===== src/rtl/mem_arb.sv =====
// mem_arb: round-robin arbiter sharing one memory port between the I-cache refill
// path and the D-cache path, sequencing line fills with a beat counter.
module mem_arb #(
   parameter int ADDR_W     = 32,
   parameter int DATA_W     = 32,
   parameter int LINE_BEATS = 4
) (
   input  logic                clk,
   input  logic                rst_n,
   input  logic                i_req,
   input  logic [ADDR_W-1:0]   i_addr,
   output logic                i_rvalid,
   output logic [DATA_W-1:0]   i_rdata,
   output logic                i_done,
   input  logic                d_req,
   input  logic                d_we,
   input  logic [ADDR_W-1:0]   d_addr,
   input  logic [DATA_W-1:0]   d_wdata,
   input  logic [DATA_W/8-1:0] d_be,
   output logic                d_rvalid,
   output logic [DATA_W-1:0]   d_rdata,
   output logic                d_done,
   output logic                m_req,
   output logic                m_we,
   output logic [ADDR_W-1:0]   m_addr,
   output logic [DATA_W-1:0]   m_wdata,
   output logic [DATA_W/8-1:0] m_be,
   input  logic                m_ack,
   input  logic [DATA_W-1:0]   m_rdata
);
   localparam int BW   = $clog2(LINE_BEATS);
   localparam int BE_W = DATA_W / 8;

   typedef enum logic [1:0] {IDLE, I_RD, D_RD, D_WR} state_t;

   state_t            state_q, state_d;
   logic [BW-1:0]     beat_q, beat_d;
   logic              last_d_q, last_d_d;
   logic [ADDR_W-1:2] addr_q, addr_d;
   logic [DATA_W-1:0] wdata_q, wdata_d;
   logic [BE_W-1:0]   be_q, be_d;
   logic              gnt_d, rd, wr, last_beat, unused;

   // D wins unless I is also requesting and D was the previous owner
   assign gnt_d     = d_req && (!i_req || !last_d_q);
   assign rd        = state_q == I_RD || state_q == D_RD;
   assign wr        = state_q == D_WR;
   assign last_beat = beat_q == BW'(LINE_BEATS - 1);
   assign unused    = ^{i_addr[1:0], d_addr[1:0]};

   always_comb begin
      state_d  = state_q;
      beat_d   = beat_q;
      last_d_d = last_d_q;
      addr_d   = addr_q;
      wdata_d  = wdata_q;
      be_d     = be_q;
      if (state_q == IDLE) begin
         if (i_req || d_req) begin
            state_d  = !gnt_d ? I_RD : d_we ? D_WR : D_RD;
            beat_d   = '0;
            last_d_d = gnt_d;
            addr_d   = gnt_d ? d_addr[ADDR_W-1:2] : i_addr[ADDR_W-1:2];
            wdata_d  = d_wdata;
            be_d     = d_be;
         end
      end else if (m_ack) begin
         beat_d  = rd ? beat_q + 1'b1 : beat_q;
         state_d = (wr || last_beat) ? IDLE : state_q;
      end
   end

   always_ff @(posedge clk) begin
      if (!rst_n) begin
         state_q  <= IDLE;
         beat_q   <= '0;
         last_d_q <= 1'b0;
         addr_q   <= '0;
         wdata_q  <= '0;
         be_q     <= '0;
      end else begin
         state_q  <= state_d;
         beat_q   <= beat_d;
         last_d_q <= last_d_d;
         addr_q   <= addr_d;
         wdata_q  <= wdata_d;
         be_q     <= be_d;
      end
   end

   // line fills walk the aligned line in order; stores keep the word address
   assign m_req   = state_q != IDLE;
   assign m_we    = wr;
   assign m_addr  = rd ? {addr_q[ADDR_W-1:BW+2], beat_q, 2'b00} : wr ? {addr_q, 2'b00} : '0;
   assign m_wdata = wr ? wdata_q : '0;
   assign m_be    = rd ? '1 : wr ? be_q : '0;

   assign i_rvalid = state_q == I_RD && m_ack;
   assign i_rdata  = i_rvalid ? m_rdata : '0;
   assign i_done   = i_rvalid && last_beat;
   assign d_rvalid = state_q == D_RD && m_ack;
   assign d_rdata  = d_rvalid ? m_rdata : '0;
   assign d_done   = (d_rvalid && last_beat) || (wr && m_ack);
endmodule


===== config.mk =====
export PLATFORM = sky130hd
export DESIGN_NAME = mem_arb
export DESIGN_NICKNAME = d
export VERILOG_FILES = /design/src/rtl/mem_arb.sv
export SDC_FILE = /design/constraint.sdc
export NUM_CORES = 1
export LEC_CHECK = 0
export BUFFER_PORTS_ARGS = -buffer_cell sky130_fd_sc_hd__clkbuf_2
export CELL_PAD_IN_SITES_DETAIL_PLACEMENT = 0
export CELL_PAD_IN_SITES_GLOBAL_PLACEMENT = 1
export CORE_ASPECT_RATIO = 1.1
export CORE_UTILIZATION = 28
export CTS_CLUSTER_SIZE = 28
export DETAILED_ROUTE_END_ITERATION = 8
export HOLD_SLACK_MARGIN = 0.06
export PLACE_DENSITY_LB_ADDON = 0.1
export SYNTH_ARGS = -nofsm -noshare
export SYNTH_HDL_FRONTEND = slang
export SYNTH_SLANG_ARGS = --single-unit

===== constraint.sdc =====
create_clock -name clk -period 4.4 [get_ports clk]
set_input_delay 0.44 -clock clk [delete_from_list [all_inputs] [get_ports clk]]
set_output_delay 0.44 -clock clk [all_outputs]
set_load 0.01 [all_outputs]

==> flow_metrics.py <==
metrics = {
    "power_and_ir_drop": {
        "total_power_mw": 2.19,
        "p_leak_nw": 3.06,
        "vdd_ir_drop_max_uv": 198,
        "p_per_area_nw_per_um2": 399,
    },
    "worst_setup_path": {
        "critPathTopFamily": "simple AND/OR/NAND/NOR gates",
        "slowest_stage": "nor2_2",
        "required_ps": 3960,
        "path_cells": "inv_1 > ha_1 > nor2_2 > and2b_1 > clkbuf_2",
        "cpPeakStageDelay_ps": 870,
        "rr_startpoint": "state_q[0]$_SDFFE_PN0P_",
        "timing.rr.end": "state_q[0]$_SDFFE_PN0P_",
        "worstSetupPathType": "register to output port",
        "cp_num_buf_inv": 2,
        "rr_worst_depth": 6,
        "cp-start-kind": "register",
        "critPathMaxFanout": 28,
        "cp-end-kind": "output port",
        "arrival_ps": 2580,
        "r2r_slack_ps": 2120,
    },
    "layout": {
        "syn_to_final_growth_pct": 44.4,
        "fillers": 1433,
        "drive_gt1_share_pct": 38.4,
        "finish.utilization_pct": 41.6,
        "num_antenna_cells": 0,
        "layout.nets": 906,
    },
    "yosys": {
        "ys.flop_type": "dfxtp_1",
        "synth_cells": 525,
        "synth_seq_area_share_pct": 37.3,
        "synth_top_area_cell": "dfxtp_1",
        "yosys.cell_types.count": 27,
        "yosysWarnings": 0,
        "synth_edf_count": 0,
        "synth.cell_area_sq_um": 3810,
        "async_flop_share_pct": 0,
        "synth_common_cells": "110 x nand2_1, 99 x a21oi_1, 71 x dfxtp_1",
        "avgSynthCellArea_sq_um": 7.25,
        "ys_ff_latch": 71,
        "synth_area_leaders": "dfxtp_1 37%, a21oi_1 13%, nand2_1 11%",
        "yosysMostFrequentCell": "nand2_1",
        "synth_top_cell_area_share_pct": 37.3,
    },
    "floorplan": {
        "core.rowCount": 44,
        "ios": 276,
        "die_w_microns": 113,
        "core_sq_um": 13200,
        "dieArea_sq_um": 14100,
        "start_util_pct": 28.8,
        "fp.dieH_microns": 124,
    },
    "clocking": {
        "cts_max_level": 3,
        "hold_buffers": 0,
        "clock_path_buffers": 2,
        "cts_sinks": 71,
        "numCtsBuffers": 9,
        "insertion_delay_ps": 330,
        "tritoncts": "built",
        "clk_pin_slew_ps": 60,
        "post_cts_resized": 0,
        "cts_setup_buffers": 0,
        "root_buffer": "clkbuf_16",
    },
    "grt": {
        "grt.total_usage_pct": 18.7,
        "grt_pass1_vias": 4142,
        "overflow": 0,
        "grt_max_degree": 72,
        "antenna_found_initial": 0,
        "grt_pass1_wl_microns": 20900,
    },
    "timing": {
        "max_slew_margin_pct": 29.7,
        "fin_crit_ps": 3020,
        "worstMarginPinSlew_ps": 1050,
        "setup_viol": 0,
        "fin_crit_sh_pct": 68.7,
        "finalMaxSlewViolations": 0,
        "finalHoldViolations": 0,
        "rsz0062_at_grt": "false",
        "finalClockSkew_ps": 3.16,
        "fin_setup_tns_ps": 0,
        "fin_ws_ps": 1380,
        "fmax_mhz": 331,
    },
    "routing": {
        "drc": 0,
        "wirelength_microns": 13100,
        "drt-initial-drc-count": 147,
        "wl_per_cell_microns": 14.1,
        "ant_nets": 0,
        "drt_pre_antenna_iters": 4,
        "via_per_inst": 4.77,
        "vias": 4424,
    },
    "worst_hold_path": {
        "hp-class": "input pin to register",
        "hold_path_depth": 3,
        "holdPathEnd": "wdata_q[27]$_SDFFE_PN0P_",
        "worstHoldStart": "d_wdata[27]",
    },
    "placement": {
        "place.gp.congestion": 0.712,
        "io_buffers": 269,
        "hpwl_microns": 9460,
        "place_ws_ps": 1550,
    },
    "run_status": {
        "status": "finished clean",
    },
    "job": {
        "maxCapViolCount": 0,
    },
}
==> worst max-delay path by stage <==
stage | endpoint | slack, ps | startpoint | depth (start not counted)
floorplan | m_addr[12] | 2360 | state_q[0]$_SDFFE_PN0P_ | 5
global placement | m_addr[21] | 1700 | state_q[0]$_SDFFE_PN0P_ | 5
detailed placement | m_addr[13] | 1550 | state_q[0]$_SDFFE_PN0P_ | 5
CTS | m_addr[13] | 1200 | state_q[0]$_SDFFE_PN0P_ | 5
global route | m_addr[22] | 1130 | state_q[0]$_SDFFE_PN0P_ | 5
finish | m_addr[13] | 1380 | state_q[0]$_SDFFE_PN0P_ | 5
==> sequential cells by signal, summed over array words and instances, names as in the netlist <==
register,cells
wdata_q,32
be_q,4
state_q,2
beat_q,2
addr_q,30
last_d_q,1
==> report_power, final <==
group	total, mW	internal [mW]	switching [mW]
registers	0.781	0.738	0.0427
clock network	0.790	0.500	0.290
logic	0.624	0.241	0.383
total	2.19	1.48	0.715
==> final cells by class <==
type | count | area [sq um] | share of cell area (%)
Clock inverter | 6 | 93.8 | 1.71
Timing Repair Buffer | 274 | 1380 | 25.2
Multi-Input combinational cell | 401 | 2150 | 39.1
Inverter | 4 | 15.0 | 0.273
Sequential cell | 71 | 1420 | 25.9
Tap cell | 161 | 201 | 3.67
Clock buffer | 10 | 229 | 4.17
==> per-stage QoR <==
step	instances	cell area [sq um]	hold slack [ps]
5_1_grt	927	5500	325
2_1_floorplan	526	3810	432
3_3_place_gp	911	5170	438
3_5_place_dp	911	5170	442
4_1_cts	927	5500	310
6_report	927	5500	323
==> logic make-up (layout without fill, tap and decap cells) <==
logic type	count (synthesis)	count (layout)	synth area share [%]
AO/OA/AOI/OAI	147	147	20.3
adder cells (fa/ha/maj)	7	7	2.30
buffers and inverters	54	294	6.64
flip-flops	71	71	37.3
multiplexers	1	1	0.263
other	1	2	0.0985
AND/OR/NAND/NOR	244	244	33.0
==> worst reg2reg max path, delay by kind of cell, from the launching register on <==
family	cells	cell delay (ps)
buffers and inverters	2	600
DFF	1	340
adders and majority gates	1	350
AOI/OAI and AO/OA	3	910
==> placed cells by master, fill, tap and decap left out, types with 2 or more instances in the layout <==
| cell type | n |
|---|---|
| clkbuf_2 | 269 |
| nand2_1 | 110 |
| conb_1 | 2 |
| and3_1 | 65 |
| a21o_1 | 4 |
| inv_1 | 4 |
| bufinv_16 | 2 |
| nor2b_1 | 18 |
| o21ai_0 | 32 |
| nand2b_1 | 2 |
| buf_4 | 5 |
| a21oi_1 | 99 |
| nor2_1 | 2 |
| ha_1 | 7 |
| clkbuf_16 | 9 |
| o211ai_1 | 2 |
| o22ai_1 | 3 |
| dfxtp_1 | 71 |
| clkinv_4 | 2 |
| and2_1 | 34 |
| and2b_1 | 11 |
==> routing by layer <==
layer,global-route usage (%),up-vias,wire (microns)
met5,0,-,0
met4,8.05,0,251
met3,4.67,16,979
met2,34.2,173,6710
met1,20.2,2000,5180
li1,-,2235,-
Note: power is estimated with default switching activity, not from simulation.
